[src/rtl/key_encoder.sv]
// Synchronises, debounces and priority-encodes eight active-low key lines.
// Optional: define MULTI_KEY_ERR_EN to flag accepted vectors holding more than one key.
module key_encoder #(
    parameter int unsigned DEBOUNCE_CYCLES = 250000,
    parameter int unsigned CNT_W           = 18
) (
    input  logic       clock,
    input  logic       reset,
    input  logic [7:0] keys_n,
    output logic [2:0] code,
    output logic       key_valid,
    output logic       key_held,
    output logic       multi_err
);

    typedef enum logic [1:0] {StIdle, StDebPress, StPressed, StDebRelease} state_e;

    localparam logic [CNT_W-1:0] CntLast = CNT_W'(DEBOUNCE_CYCLES - 1);

    logic [7:0]       r_sync1;
    logic [7:0]       r_sync2;
    logic [7:0]       r_snap;
    logic [CNT_W-1:0] r_cnt;
    logic [2:0]       r_code;
    logic             r_valid;
    logic             r_held;
    state_e           r_state;
    logic [7:0]       w_k;

    function automatic logic [2:0] prio_idx(input logic [7:0] v);
        prio_idx = 3'd0;
        for (int i = 7; i >= 0; i--) begin
            if (v[i]) prio_idx = 3'(i);
        end
    endfunction

    assign w_k = ~r_sync2;

`ifdef MULTI_KEY_ERR_EN
    logic r_multi;
    logic w_add;
    // A newly pressed key on top of the accepted vector while it is still held.
    assign w_add     = ((w_k & ~r_snap) != 8'd0) && ($countones(w_k) > 1);
    assign multi_err = r_multi;
`else
    assign multi_err = 1'b0;
`endif

    always_ff @(posedge clock or negedge reset) begin
        if (!reset) begin
            r_sync1 <= 8'hFF;
            r_sync2 <= 8'hFF;
        end else begin
            r_sync1 <= keys_n;
            r_sync2 <= r_sync1;
        end
    end

    always_ff @(posedge clock or negedge reset) begin
        if (!reset) begin
            r_state <= StIdle;
            r_snap  <= 8'd0;
            r_cnt   <= '0;
            r_code  <= 3'd0;
            r_valid <= 1'b0;
            r_held  <= 1'b0;
`ifdef MULTI_KEY_ERR_EN
            r_multi <= 1'b0;
`endif
        end else begin
            r_valid <= 1'b0;
            case (r_state)
                StIdle: begin
                    if (w_k != 8'd0) begin
                        r_state <= StDebPress;
                        r_snap  <= w_k;
                        r_cnt   <= '0;
                    end
                end
                StDebPress: begin
                    if (w_k == 8'd0) begin
                        r_state <= StIdle;
                    end else if (w_k != r_snap) begin
                        r_snap <= w_k;
                        r_cnt  <= '0;
                    end else if (r_cnt == CntLast) begin
                        r_state <= StPressed;
                        r_code  <= prio_idx(r_snap);
                        r_valid <= 1'b1;
                        r_held  <= 1'b1;
`ifdef MULTI_KEY_ERR_EN
                        r_multi <= ($countones(r_snap) > 1);
`endif
                    end else begin
                        r_cnt <= r_cnt + 1'b1;
                    end
                end
                StPressed: begin
                    if (w_k == 8'd0) begin
                        r_state <= StDebRelease;
                        r_cnt   <= '0;
                    end
`ifdef MULTI_KEY_ERR_EN
                    else if (w_add) begin
                        r_multi <= 1'b1;
                    end
`endif
                end
                StDebRelease: begin
                    if (w_k != 8'd0) begin
                        // Release bounce: back to held without a new pulse.
                        r_state <= StPressed;
`ifdef MULTI_KEY_ERR_EN
                        if (w_add) r_multi <= 1'b1;
`endif
                    end else if (r_cnt == CntLast) begin
                        r_state <= StIdle;
                        r_held  <= 1'b0;
                    end else begin
                        r_cnt <= r_cnt + 1'b1;
                    end
                end
                default: r_state <= StIdle;
            endcase
        end
    end

    assign code      = r_code;
    assign key_valid = r_valid;
    assign key_held  = r_held;

endmodule
[config.mk]
export PLATFORM = sky130hd
export DESIGN_NAME = key_encoder
export DESIGN_NICKNAME = d
export VERILOG_FILES = /design/src/rtl/key_encoder.sv
export SDC_FILE = /design/constraint.sdc
export NUM_CORES = 1
export LEC_CHECK = 0
export ABC_AREA = 1
export CAP_MARGIN = 10
export CORE_MARGIN = 3
export CORE_UTILIZATION = 50
export CTS_CLUSTER_SIZE = 28
export DETAILED_ROUTE_END_ITERATION = 10
export PLACE_DENSITY = 0.74
export REMOVE_ABC_BUFFERS = 1
export SYNTH_ARGS = -nofsm -noshare
export SYNTH_HDL_FRONTEND = slang
export SYNTH_SLANG_ARGS = --single-unit
[constraint.sdc]
create_clock -name clock -period 1.6 [get_ports clock]
set_input_delay 0.16 -clock clock [delete_from_list [all_inputs] [get_ports clock]]
set_output_delay 0.16 -clock clock [all_outputs]
set_load 0.005 [all_outputs]
==> run_results.csv, run 1 <==
group,metric,value,unit
status,status,"finished with violations",
status,violations,"negative setup slack",
timing,fin_crit_sh,1.045,
floorplan,pin_count,16,
timing,setup_slack,-0.07197,ns
worst_setup_path,cpMaxStageDelayCell,"dfstp_2",
timing,finClkSkew,0.007446,ns
final_layout,final_util,0.6747,
clock_network,numCtsBuffers,5,
floorplan,placementRows,25,
synth,synthTopCellsByCount,"nand2_1, inv_1, nor2_1, dfrtp_1, nand3_1",
floorplan,die_y,79.08,um
worst_setup_path,cpPeakStageDelay,0.57,ns
synth,synth_area,2670,um^2
grt,antenna_found_initial,0,
worst_hold_path,hp-class,"in2reg",
timing,fin_crit,1.672,ns
floorplan,die_area,6253,um^2
synth,yosysSeqAreaShare,0.4667,
place,hpwl,4238,um
synth,async_flop_share,1.000,
final_layout,fill_cells,423,
synth,synth_top_area_share,0.3093,
worst_setup_path,startpoint,"r_sync2[0]",
detailed_routing,drt_iter0_drc,271,
detailed_routing,postRouteAntennaNets,0,
clock_network,cts_tree,"yes",
worst_setup_path,cp_cell_sequence,"nand2_1 > nor2_4 > nand2_1 > nand2_2 > nand2_4 > nand2_8 > buf_4 > xor2_2 > nor2_1",
final_layout,syn_to_final_growth,24.88,%
pwr,cellLeakagePower,1.617,nW
synth,synth_edf_count,0,
final_layout,finalNetCount,408,
timing,hold_violations,0,
final_layout,seqCellArea,1246,um^2
worst_setup_path,r2r-start,"r_sync2[0]",
synth,synth.most_common_cell,"nand2_1",
synth,synth_ff_type,"dfrtp_1",
worst_setup_path,crit_path_end_kind,"register",
detailed_routing,dr.pass1.iters,5,
floorplan,initial_utilization,0.5403,
timing,setup_viol_count_final,20,
synth,synth_top_cell_by_area,"dfrtp_1",
detailed_routing,vias,2410,
floorplan,fp.dieW,79.08,um
worst_setup_path,crit_top_cell,"nand2_1",
place,io_buffers,14,
clock_network,cts_max_level,2,
synth,yosys-top-cells-area,"dfrtp_1, dfstp_2, nand2_1",
pwr,ir_worst_vdd,0.4374,mV
synth,synth_cell_types,35,
clock_network,path_clk_slew,0.10,ns
detailed_routing,viasPerCell,5.183,
worst_setup_path,criticalPathCategory,"reg2reg",
grt,grt_max_degree,33,
clock_network,clock_path_buffers,2,
worst_hold_path,hp-start,"keys_n[7]",
worst_setup_path,required,1.81,ns
clock_network,cts.sinks,49,
grt,grtUsageTotal,0.2084,
place,placed_area,3023,um^2
final_layout,drive_above_1_share,0.2638,
pwr,power.density,706.1,nW/um^2
synth,synth_cells,347,
final_layout,multi_input_area,1314,um^2
grt,grt_overflow,0,
worst_setup_path,r2r_setup_slack,-0.07,ns
place,gp_congestion,0.9552,
detailed_routing,drcViolationCount,0,
detailed_routing,wl_per_cell,13.05,um
timing,slew_viol_final,0,
place,dp_slack,-0.07621,ns
clock_network,root_buffer,"clkbuf_8",
synth,synth-seq-cells,49,
detailed_routing,wirelength,6068,um
floorplan,coreArea,4942,um^2
worst_setup_path,startpoint_type,"register",
grt,grt_first_pass_wirelength,10180,um
final_layout,diodes,0,
timing,rsz0062_at_grt,"true",
synth,yosysWarnings,0,
timing,max_freq,0.5981,GHz
grt,grt_pass1_vias,2157,
final_layout,fin_area,3334,um^2
worst_setup_path,worst-path-max-fanout,14,
timing,fin_hold_ws,0.2442,ns
worst_setup_path,critPathArrivalTime,1.88,ns
flow_run,cap_viol_max_count,0,
clock_network,clkLatencyLatePin,0.31,ns
synth,synth.avg_cell_area,7.695,um^2
==> layout by cell type (no fill, tap or decap), drive strengths merged, types with 2 or more instances in the layout <==
cell / count
a21oi: 2
buf: 31
clkbuf: 6
clkdlybuf4s50: 13
dfrtp: 33
dfstp: 16
inv: 48
nand2: 115
nand3: 27
nand4: 10
nor2: 51
nor3: 6
o21ai: 20
or2: 2
xnor2: 2
xor2: 6
==> through the flow <==
stage,setup TNS [ns],power [W],instances
global placement,-0.01745,0.001472,446
floorplan,-0.01641,0.001398,343
global route,-3.450,0.002453,465
finish,-0.6658,0.002354,465
CTS,-0.02871,0.002368,460
detailed placement,-0.6883,0.001481,446
==> cell type report <==
cell class | instances | share of cell area
flip-flops and latches | 49 | 0.3737
multi-input cells | 249 | 0.3940
clock inverters | 2 | 0.005253
repair buffers | 45 | 0.1197
clock buffers | 6 | 0.02814
inverters | 47 | 0.05403
well taps | 67 | 0.02514
==> metal layers <==
layer,vias to the layer above,global-route usage,wire length [um]
li1,1188,-,-
met1,1142,0.2940,2757
met2,74,0.3274,2915
met3,6,0.03401,327
met4,0,0.06873,67
met5,-,0,0
==> report_power, final <==
group	switching (W)	internal [W]	leakage [nW]	total (W)
clock network	0.000460	0.000415	0.0573	0.000875
registers	0.0000325	0.00129	0.606	0.00132
logic	0.0000884	0.0000715	0.954	0.000160
total	0.000581	0.00177	1.62	0.00235
==> path summary, 6_finish.rpt <==
check | endpoint | cells past startpoint
setup / recovery | r_cnt[0] | 9
hold reg to reg | r_sync2[5] | 0
max in group asynchronous | r_sync2[2] | 3
hold / removal | r_sync1[7] | 1
setup reg to reg | r_cnt[0] | 9
min in group asynchronous | code[2] | 2
==> worst max-delay path, delay by kind of cell (launching register included) <==
family        cells  cell delay [ns]
simple gates      7             0.71
xor+xnor          1             0.13
flops             1             0.57
buf+inv           1             0.14
==> cell families (layout without fill, tap and decap cells) <==
| group | after synthesis | after routing | share of synthesized area |
|---|---|---|---|
| AO/OA/AOI/OAI | 25 | 25 | 0.05623 |
| XOR/XNOR | 8 | 8 | 0.02906 |
| adder cells (fa/ha/maj) | 1 | 1 | 0.004685 |
| buffers and inverters | 51 | 100 | 0.08247 |
| flip-flops | 49 | 49 | 0.4667 |
| other | 1 | 1 | 0.001404 |
| AND/OR/NAND/NOR | 212 | 214 | 0.3594 |
==> sequential cells by signal, indices dropped and copies added, names as in the netlist, named ones only <==
signal	count
r_cnt	18
r_snap	8
r_sync1	8
r_sync2	8
code	3
key_held	1
key_valid	1
r_state	1
==> timing repair <==
item / 4_1_cts / 5_1_grt
hold buffers: 1 / 0
setup buffers: 3 / 5
gates cloned: 2 / 0
setup endpoints to repair: 25 / 32
pin swaps: 5 / 4
gates resized for setup: 13 / 15
hold endpoints to repair: 17 / 0
No activity file was read; power rests on OpenSTA's default activity.
==> run 2: changes to the inputs <==
==> constraint.sdc (replaced) <==
create_clock -name clock -period 1.6 [get_ports clock]
set_input_delay 0.32 -clock clock [delete_from_list [all_inputs] [get_ports clock]]
set_output_delay 0.32 -clock clock [all_outputs]
set_load 0.005 [all_outputs]
==> run_results.csv, run 2 (synthesis results as in run 1) <==
group,metric,value,unit
status,status,"finished with violations",
clock_network,cts_tree,"yes",
detailed_routing,drt_iter0_drc,184,
place,place_inst,444,
final_layout,regMostFlops,"r_cnt",
worst_setup_path,crit_path_end_kind,"register",
timing,hold_violations,0,
worst_setup_path,cp_cell_sequence,"nand2_2 > nor2_4 > nand3_2 > nand2_8 > buf_6 > clkinvlp_4 > buf_4 > nand2_1 > o21ai_1",
timing,setup_viol_count_final,9,
pwr,power.density,703.7,nW/um^2
clock_network,root_buffer,"clkbuf_8",
timing,max_freq,0.5963,GHz
final_layout,fin_cells,461,
clock_network,cts.sinks,49,
floorplan,die_y,79.08,um
detailed_routing,drcViolationCount,0,
detailed_routing,wirelength,5770,um
grt,grt_max_degree,34,
floorplan,initial_utilization,0.5403,
worst_setup_path,worst-path-max-fanout,7,
final_layout,mostFrequentLayoutCells,"nand2_1, inv_1, nor2_1",
final_layout,finalNetCount,404,
floorplan,die_area,6253,um^2
status,violations,"negative setup slack",
timing,fin_crit,1.677,ns
detailed_routing,viasPerCell,5.050,
floorplan,coreArea,4942,um^2
detailed_routing,vias,2328,
clock_network,clock_path_buffers,2,
worst_setup_path,crit_buf_inv,3,
place,gp_congestion,0.8961,
worst_setup_path,r2r_setup_slack,-0.08,ns
worst_setup_path,cpMaxStageDelayCell,"dfstp_2",
pwr,ir_worst_vdd,0.4982,mV
timing,fin_crit_sh,1.048,
worst_setup_path,cp_top_family,"flip-flops",
timing,rsz0062_at_grt,"true",
final_layout,syn_to_final_growth,25.12,%
worst_hold_path,hp-class,"reg2reg",
place,dp_slack,-0.04404,ns
final_layout,drive_above_1_share,0.2614,
floorplan,pin_count,16,
clock_network,path_clk_slew,0.10,ns
worst_setup_path,critPathArrivalTime,1.87,ns
floorplan,fp.dieW,79.08,um
pwr,cellLeakagePower,1.594,nW
clock_network,numCtsBuffers,5,
place,placed_area,3008,um^2
detailed_routing,postRouteAntennaNets,0,
grt,grt_first_pass_wirelength,9453,um
floorplan,placementRows,25,
place,io_buffers,14,
final_layout,diodes,0,
place,hpwl,4033,um
final_layout,fin_area,3341,um^2
grt,grt_pass1_vias,2040,
final_layout,largest_reg_flops,18,
timing,final.setup.tns,-0.4169,ns
timing,finClkSkew,0.007047,ns
flow_run,cap_viol_max_count,0,
grt,grt_overflow,0,
detailed_routing,wl_per_cell,12.52,um
grt,grtUsageTotal,0.1915,
worst_setup_path,startpoint_type,"register",
grt,antenna_found_initial,0,
timing,slew_viol_final,0,
clock_network,cts_max_level,2,
final_layout,layout_commonest_cell,"nand2_1",
worst_setup_path,required,1.80,ns
worst_setup_path,cpPeakStageDelay,0.57,ns
timing,setup_slack,-0.07712,ns
detailed_routing,dr.pass1.iters,5,
clock_network,clkLatencyLatePin,0.31,ns
worst_setup_path,criticalPathCategory,"reg2reg",
[run 2: cell count changes in the layout (fill, tap and decap cells not counted), moves of 2 or more]
cell     change
buf_4        -7
o21ai_0      +2
o21ai_1      -2
buf_6        +4
nand2_2      -4
nand3_2      +3
nor2_4       +2
nand2_1      +3
nand3_1      -3
nor2_2       -2
[run 2: stage by stage]
step	total power, W	util	hold slack (ns)
after floorplan	0.001398	-	0.02441
after global placement	0.001472	0.6086	0.2708
after detailed placement	0.001478	0.6086	0.2758
after CTS	0.002343	0.6446	0.3612
after global routing	0.002446	0.6759	0.3641
final	0.002351	0.6759	0.3605
[run 2: where the power goes]
group	total, W	switching (W)	internal (W)
registers	0.00132	0.0000304	0.00129
logic	0.000164	0.0000894	0.0000743
clock network	0.000870	0.000455	0.000415
[run 2: layer usage]
layer	part of all wire	wire, um	GRT usage
met1	0.47	2705	0.2837
met2	0.45	2593	0.2912
met3	0.064	372	0.02721
met4	0.017	99	0.05670
met5	0	0	0
[run 2: worst paths after layout]
| check | start | endpoint | cells after the start |
|---|---|---|---|
| setup / recovery | r_sync2[6] | r_cnt[16] | 9 |
| hold / removal | r_sync1[2] | r_sync2[2] | 0 |
| setup reg to reg | r_sync2[6] | r_cnt[16] | 9 |
| hold reg to reg | r_sync1[2] | r_sync2[2] | 0 |
| max in group asynchronous | reset | r_sync1[3] | 3 |
| min in group asynchronous | reset | code[2] | 2 |
[run 2: cell type report]
type | count | area (um^2)
Fill cell | 412 | 1602
Multi-Input combinational cell | 249 | 1348
Sequential cell | 49 | 1246
Timing Repair Buffer | 41 | 371.6
Inverter | 47 | 180.2
Clock buffer | 6 | 93.84
Tap cell | 67 | 83.83
Clock inverter | 2 | 17.52
[run 2: worst reg2reg max path, cell delays in order, from the launching register on]
cell        delay (ns)
dfstp_2           0.57
nand2_2           0.07
nor2_4            0.12
nand3_2           0.13
nand2_8           0.16
buf_6             0.13
clkinvlp_4        0.11
buf_4             0.16
nand2_1           0.04
o21ai_1           0.06
[run 2: timing repair]
item / in CTS / in global routing
resized for setup: 8 / 28
pin swaps: 6 / 7
hold buffers: 1 / 0
buffers inserted: 2 / 4
gates cloned: 0 / 2
hold endpoints to repair: 16 / 0
setup endpoints to repair: 19 / 32
==> run 3: changes to the inputs <==
CORE_MARGIN = not set   (was 3)
==> run_results.csv, run 3 (synthesis results as in run 1) <==
group,metric,value,unit
grt,grt_first_pass_wirelength,9390,um
final_layout,fill_cells,430,
grt,grt_overflow,0,
place,place_inst,441,
floorplan,die_y,75.08,um
clock_network,clkLatencyLatePin,0.31,ns
worst_setup_path,crit_path_end_kind,"register",
final_layout,largest_reg_flops,18,
pwr,ir_worst_vdd,0.5492,mV
timing,hold_violations,0,
pwr,internal_power,0.001720,W
floorplan,initial_utilization,0.5195,
worst_setup_path,critPathArrivalTime,2.00,ns
place,gp_congestion,0.9013,
worst_hold_path,hp-class,"reg2reg",
worst_setup_path,required,1.80,ns
pwr,p_seq_frac,0.579,
final_layout,diodes,0,
detailed_routing,dr.pass1.iters,6,
detailed_routing,vias,2398,
floorplan,pin_count,16,
pwr,power_switching,0.0005565,W
clock_network,path_clk_slew,0.10,ns
detailed_routing,wirelength,6375,um
detailed_routing,viasPerCell,5.157,
timing,fin_crit,1.799,ns
grt,grt_pass1_vias,2056,
floorplan,die_area,5636,um^2
grt,grtUsageTotal,0.2227,
clock_network,cts.sinks,49,
clock_network,cts_max_level,2,
pwr,p_clk_frac,0.346,
pwr,p_sw_frac,0.2445,
final_layout,finalNetCount,405,
grt,antenna_found_initial,0,
floorplan,placementRows,26,
timing,rsz0062_at_grt,"true",
detailed_routing,drcViolationCount,0,
clock_network,numCtsBuffers,5,
status,violations,"negative setup slack",
timing,fin_hold_ws,0.3597,ns
clock_network,clock_path_buffers,2,
place,hpwl,4062,um
final_layout,seqCellArea,1246,um^2
status,status,"finished with violations",
floorplan,fp.dieW,75.08,um
place,dp_slack,-0.06347,ns
detailed_routing,postRouteAntennaNets,0,
timing,setup_viol_count_final,29,
clock_network,root_buffer,"clkbuf_8",
floorplan,coreArea,5140,um^2
timing,max_freq,0.5558,GHz
final_layout,syn_to_final_growth,26.19,%
worst_setup_path,worst-path-max-fanout,3,
worst_setup_path,startpoint_type,"register",
timing,fin_crit_sh,1.125,
detailed_routing,drt_iter0_drc,252,
worst_setup_path,criticalPathCategory,"reg2reg",
flow_run,cap_viol_max_count,0,
detailed_routing,wl_per_cell,13.71,um
final_layout,fin_cells,465,
timing,finClkSkew,0.01453,ns
final_layout,multi_input_area,1375,um^2
final_layout,mostFrequentLayoutCells,"nand2_1, inv_1, nor2_1",
pwr,power.density,675.5,nW/um^2
pwr,cellLeakagePower,1.594,nW
grt,grt_max_degree,35,
place,io_buffers,14,
final_layout,drive_above_1_share,0.2709,
final_layout,layout_commonest_cell,"nand2_1",
clock_network,cts_tree,"yes",
timing,slew_viol_final,0,
pwr,p_comb_frac,0.075,
timing,setup_slack,-0.1992,ns
final_layout,regMostFlops,"r_cnt",
-- run 3: cell types whose count changed in the layout (fill, tap and decap cells not counted), moves of 2 or more --
cell and change:
inv_2 -2, o21ai_1 +2, buf_6 -3, buf_12 +2, o21ai_0 -2, nor2_2 +6, nor2_1 -5, clkinvlp_4 +2
-- run 3: power by group through the flow --
stage | Sequential, W | Clock [W] | Combinational (W)
floorplan | 0.00133 | 0 | 0.0000645
global placement | 0.00134 | 0 | 0.000137
detailed placement | 0.00134 | 0 | 0.000140
CTS | 0.00132 | 0.000807 | 0.000146
global route | 0.00132 | 0.000850 | 0.000191
finish | 0.00132 | 0.000788 | 0.000170
-- run 3: area by class of cell --
class	count	area share
clock buffers	6	0.02451
clock inverters	2	0.004827
inverters	47	0.05459
multi-input cells	251	0.4081
flip-flops and latches	49	0.3698
well taps	70	0.02599
repair buffers	40	0.1121
-- run 3: through the flow --
step	cell area, um^2	setup TNS (ns)	total power, W	utilization
after floorplan	2626	-0.01641	0.001398	-
after global placement	2979	-0.02867	0.001474	0.5796
after detailed placement	2979	-0.2449	0.001480	0.5796
after CTS	3127	-0.05290	0.002270	0.6083
after global routing	3369	-4.809	0.002363	0.6556
final	3369	-1.768	0.002276	0.6556
-- run 3: what timing repair did --
action / 4_1_cts / 5_1_grt
hold endpoints to repair: 15 / 0
endpoints found under the setup margin: 13 / 32
pin swaps: 2 / 11
gates cloned: 0 / 4
hold buffers: 1 / 0
setup buffers: 2 / 9
resized for setup: 4 / 33
-- run 3: final timing paths --
check	from	end	slack (ns)	depth (start not counted)
max in group asynchronous	reset	r_sync2[0]	0.81	3
min	r_sync1[3]	r_sync2[3]	0.36	0
min reg2reg	r_sync1[3]	r_sync2[3]	0.36	0
max reg2reg	r_sync2[3]	register	-0.20	10
min in group asynchronous	reset	key_held	0.49	3
max	r_sync2[3]	register	-0.20	10
-- run 3: metal layers --
| metal | GRT usage | part of all wire | up-vias |
|---|---|---|---|
| li1 | - | - | 1175 |
| met1 | 0.3114 | 0.43 | 1103 |
| met2 | 0.3463 | 0.47 | 104 |
| met3 | 0.04150 | 0.069 | 16 |
| met4 | 0.07966 | 0.024 | 0 |
| met5 | 0 | 0 | - |
-- run 3: worst max-delay path: stages, from the launching register on --
cell,delay (ns)
dfstp_2,0.56
nand2_1,0.09
nor2_4,0.16
nand2_2,0.11
nand2_4,0.12
buf_6,0.12
clkinvlp_4,0.16
nand2_2,0.13
nand3_2,0.10
nand2_1,0.09
o21ai_1,0.06
==> RTL change 1, RTL diff (settings of run 3) <==
Register the input `keys_n` before use, with the module's reset. The logic sees it one clock later.
--- a/src/rtl/key_encoder.sv
+++ b/src/rtl/key_encoder.sv
@@ -18,2 +18,12 @@
     localparam logic [CNT_W-1:0] CntLast = CNT_W'(DEBOUNCE_CYCLES - 1);
+
+    logic [7:0] keys_n_q;
+
+    always_ff @(posedge clock or negedge reset) begin
+        if (!reset) begin
+            keys_n_q <= '0;
+        end else begin
+            keys_n_q <= keys_n;
+        end
+    end
 
@@ -53,3 +63,3 @@
         end else begin
-            r_sync1 <= keys_n;
+            r_sync1 <= keys_n_q;
             r_sync2 <= r_sync1;
Function: same outputs for any inputs over 10 cycles, from zero or initial values and one cycle with reset low; that may be too few to reach the edited logic, so the function may still have changed.
==> RTL change 1 against run 3 <==
The flow still finishes with violations (setup timing); first-iteration DRC count shrank 52%; wire length shrank 20%; hold slack lost 0.0082 ns; sequential cell count grew 8; worst setup slack gained 0.19 ns; global-route usage shrank 2.4 points; cell area grew 0.30%; critical path depth shrank 2; via count shrank 10%; synthesized area grew 0.94%; largest cell class is now sequential cells; highest routed layer unchanged.
Power is not compared: it rests on default switching activity, and its combinational part moved more than twofold at a synthesized area within 25%.
==> RTL change 1: results (changes against run 3) <==
| Metric | Value |
|---|---|
| Top cell types by occurrence after synthesis | nand2_1, nor2_1, dfrtp_1 (was nand2_1, inv_1, nor2_1) |
| CTS clk-pin slew, worst paths | 0.07 ns (was 0.10 ns) |
| Nets | 372 (was 405) |
| R2R depth | 8 (was 10) |
| HPWL after detailed placement | 3.54 mm (was 4.06 mm) |
| All-layer global routing usage | 19.9% (was 22.3%) |
| RR Startpoint | r_sync2[6]$_DFF_PN1_ (was r_sync2[3]$_DFF_PN1_) |
| Wire per inst | 11.7 um (was 13.7 um) |
| Setup tns final | -0.00669 ns (was -1.77 ns) |
| DRT iter0 DRCs | 120 (was 252) |
| Post-Place Cells | 418 (was 441) |
| Pre-CTS setup slack | -0.0432 ns (was -0.0635 ns) |
| Final setup violation count | 1 (was 29) |
| Status | complete, but fails checks (unchanged) |
| Htree depth | 3 (was 2) |
| Critical path arrival | 1.83 ns (was 2.00 ns) |
| Post-CTS Setup Repair Bufs | 0 (was 2) |
| First-pass GRT wire length | 8.30 mm (was 9.39 mm) |
| Synth Instances | 323 (was 347) |
| 1st-pass router iterations | 4 (was 6) |
| Latest clock arrival within the worst-skew pair | 0.34 ns (was 0.31 ns) |
| Critical Path Fanout Max | 9 (was 3) |
| Layout cells sized above 1 | 24.0% (was 27.1%) |
| Failing checks | setup timing (unchanged) |
| Post-synthesis sequential area ratio | 53.7% (was 46.7%) |
| Distinct cells, synth | 27 (was 35) |
| Number of global-route vias before repair | 1941 (was 2056) |
| Hold Path End | r_sync1[5]$_DFF_PN1_ (was r_sync2[3]$_DFF_PN1_) |
| Worst Skew | 0.0113 ns (was 0.0145 ns) |
| Vias/cell | 4.93 (was 5.16) |
| CTS buffer count | 9 (was 5) |
| HP Start | keys_n_q[5]$_DFF_PN0_ (was r_sync1[3]$_DFF_PN1_) |
| Setup WS post-layout | -0.00669 ns (was -0.199 ns) |
| Post-CTS Resized | 5 (was 4) |
| Synth top area cells | dfrtp_1, dfstp_2, nand2_1 (unchanged) |
| Gpl congestion | 0.915 (was 0.901) |
RTL change 1: cell types whose count changed after synthesis, moves of 3 or more:
cell / delta
nor3_1: +3
o21ai_1: +6
xor2_1: +6
o21ai_2: -4
nand2_1: -20
inv_1: -6
nand4_1: -5
nor2_2: -6
dfrtp_1: +8
RTL change 1: kinds of logic after synthesis:
family / Yosys count / synth area share (%)
and+or+nand+nor: 181 / 30.1
DFF: 57 / 53.7
buffers and inverters: 43 / 6.55
AOI/OAI and AO/OA: 29 / 5.48
xor gates and xnor gates: 11 / 3.57
adders and majority gates: 1 / 0.464
other: 1 / 0.139
RTL change 1: metrics by stage:
stage                     instance area (um^2)  hold slack, ns  util, %
after floorplan                           2670          0.0244        -
after global placement                    3010           0.334     58.5
after detailed placement                  3010           0.337     58.5
after CTS                                 3240           0.352     63.0
after global routing                      3380           0.357     65.7
final                                     3380           0.352     65.7
RTL change 1: layout make-up:
type	count	area (um^2)
fillers	415	1760
flip-flops and latches	57	1450
well taps	70	87.6
inverters	40	153
clock buffers	10	138
clock inverters	6	50.0
repair buffers	29	270
multi-input cells	224	1230
RTL change 1: worst max-delay path: cells and delay by family, from the launching register on:
| kind | cells | cell delay, ns |
|---|---|---|
| AND/OR/NAND/NOR | 7 | 0.84 |
| flip-flops | 1 | 0.57 |
| AO/OA/AOI/OAI | 1 | 0.09 |
RTL change 1: metal layers:
metal	GRT usage (%)	routed length, um
met1	27.0	2370
met2	29.6	2430
met3	5.95	229
met4	8.64	68
met5	0	0
RTL change 1: power by group:
part           internal, uW  switching, uW  total [uW]
Clock                   618            610        1230
Sequential             1660            222        1880
Combinational           463            869        1330
==> RTL change 2, RTL diff (flow settings as in run 3) <==
Without the edit above. Change the parameter `CNT_W` from 18 to 22.
--- a/src/rtl/key_encoder.sv
+++ b/src/rtl/key_encoder.sv
@@ -4,3 +4,3 @@
     parameter int unsigned DEBOUNCE_CYCLES = 250000,
-    parameter int unsigned CNT_W           = 18
+    parameter int unsigned CNT_W           = 22
 ) (
Behaviour: no difference found for any inputs over 10 cycles, from zero or initial values and one cycle with reset low; that may be too few to reach the edited logic, so the function may still have changed.
==> RTL change 2 against run 3 <==
The flow still finishes with violations (setup timing); sequential cell count increased by 4; wire length rose by 1.9%; cell area up 8.7%; die area rose by 8.7%; total power is 5.7% higher; sequential share of layout area decreased by 0.24 points; first-iteration DRC count fell by 2.0%; clock power rose by 3.0%; highest routed layer unchanged; synthesized area up 9.0%; worst setup slack improved by 0.13 ns; critical path depth shrank 1.
==> RTL change 2: results (changes against run 3) <==
| Metric | Value |
|---|---|
| Worst Skew | 0.00780 ns (was 0.0145 ns) |
| Xor/xnor share of the synthesized area | 0.903% (was 2.91%) |
| Number of flip-flops in the largest register | 22 (was 18) |
| First-pass GRT wire length | 10.4 mm (was 9.39 mm) |
| 1st-pass router iterations | 4 (was 6) |
| Nets | 453 (was 405) |
| Number of global-route vias before repair | 2351 (was 2056) |
| Largest net degree at the start of global routing | 54 (was 35) |
| HPWL after detailed placement | 4.23 mm (was 4.06 mm) |
| Status | complete, but fails checks (unchanged) |
| Distinct cells, synth | 28 (was 35) |
| Worst path max stage delay | 0.58 ns (was 0.56 ns) |
| Final setup violation count | 16 (was 29) |
| Vias/cell | 5.03 (was 5.16) |
| WHS | 0.361 ns (was 0.360 ns) |
| Pre-CTS setup slack | -0.0267 ns (was -0.0635 ns) |
| Synth top area cells | dfrtp_1, nand2_1, dfstp_2 (was dfrtp_1, dfstp_2, nand2_1) |
| R2R depth | 9 (was 10) |
| Compound-Gate Fraction of Synth Area | 5.72% (was 5.62%) |
| Top cell types by occurrence after synthesis | nand2_1, nor2_1, inv_1 (was nand2_1, inv_1, nor2_1) |
| Critical Path Fanout Max | 10 (was 3) |
| Setup WS post-layout | -0.0737 ns (was -0.199 ns) |
| Failing checks | setup timing (unchanged) |
| Gpl congestion | 0.872 (was 0.901) |
| HP Start | r_sync1[6]$_DFF_PN1_ (was r_sync1[3]$_DFF_PN1_) |
| Setup tns final | -0.347 ns (was -1.77 ns) |
| DRT iter0 DRCs | 247 (was 252) |
| Post-synthesis sequential area ratio | 46.3% (was 46.7%) |
## RTL change 2: cell types whose count changed in the layout (fill, tap and decap cells not counted), sizes merged, moves of 3 or more
cell / change
clkinvlp: -3
dfrtp: +4
inv: +20
nand2: +5
nor2: +22
nor3: +3
o21ai: +6
xor2: -4
## RTL change 2: worst max-delay path by stage
stage	from	end	slack [ns]	depth (start not counted)
floorplan	r_sync2[1]$_DFF_PN1_	r_cnt[12]$_DFFE_PN0P_	0.05	11
global placement	r_sync2[0]$_DFF_PN1_	r_cnt[1]$_DFFE_PN0P_	0.01	9
detailed placement	r_sync2[1]$_DFF_PN1_	r_cnt[12]$_DFFE_PN0P_	-0.03	11
CTS	r_sync2[4]$_DFF_PN1_	r_cnt[11]$_DFFE_PN0P_	-0.04	9
global route	r_sync2[0]$_DFF_PN1_	r_cnt[10]$_DFFE_PN0P_	-0.20	9
finish	r_sync2[7]$_DFF_PN1_	r_cnt[10]$_DFFE_PN0P_	-0.07	9
## RTL change 2: layer usage
layer  up-vias  global-route usage (%)  share of wire (%)
met1      1183                    30.5                 48
li1       1322                       -                  -
met3        16                    4.19                5.0
met4         0                    7.96                1.9
met2        71                    33.3                 45
met5         -                       0                  0
## RTL change 2: stage by stage
stage	std cells	instance area [um^2]	power [uW]
after floorplan	392	2860	1510
after global placement	500	3270	1590
after detailed placement	500	3270	1600
after CTS	509	3400	2420
after global routing	515	3660	2520
final	515	3660	2410
## RTL change 2: critical path: cells and delay by family, from the launching register on
family / cells / cell delay [ns]
simple gates: 7 / 0.75
compound gates: 1 / 0.15
flops: 1 / 0.58
buf+inv: 1 / 0.12
## RTL change 2: area by class of cell
type / instances / area, um^2
fillers: 440 / 1910
multi-input cells: 276 / 1450
flip-flops and latches: 53 / 1350
repair buffers: 42 / 435
inverters: 64 / 240
well taps: 72 / 90.1
clock buffers: 5 / 68.8
clock inverters: 3 / 28.8
## RTL change 2: repair_timing
action | CTS | global route
endpoints found under the hold margin | 17 | 0
pin swaps | 4 | 22
gates resized for setup | 5 | 45
gates cloned | 0 | 3
endpoints found under the setup margin | 20 | 36
buffers inserted | 0 | 3
hold buffers | 1 | 0
## RTL change 2: report_power, final
part,internal [uW],switching (uW)
Sequential,1390,28.0
Combinational,74.6,103
Clock,328,484
## RTL change 2: kinds of logic (layout without fill, tap and decap cells)
| family | Yosys count | in the layout |
|---|---|---|
| AO/OA/AOI/OAI | 31 | 31 |
| XOR/XNOR | 3 | 3 |
| adder cells (fa/ha/maj) | 1 | 1 |
| buffers and inverters | 70 | 114 |
| flip-flops | 53 | 53 |
| other | 1 | 1 |
| AND/OR/NAND/NOR | 239 | 240 |
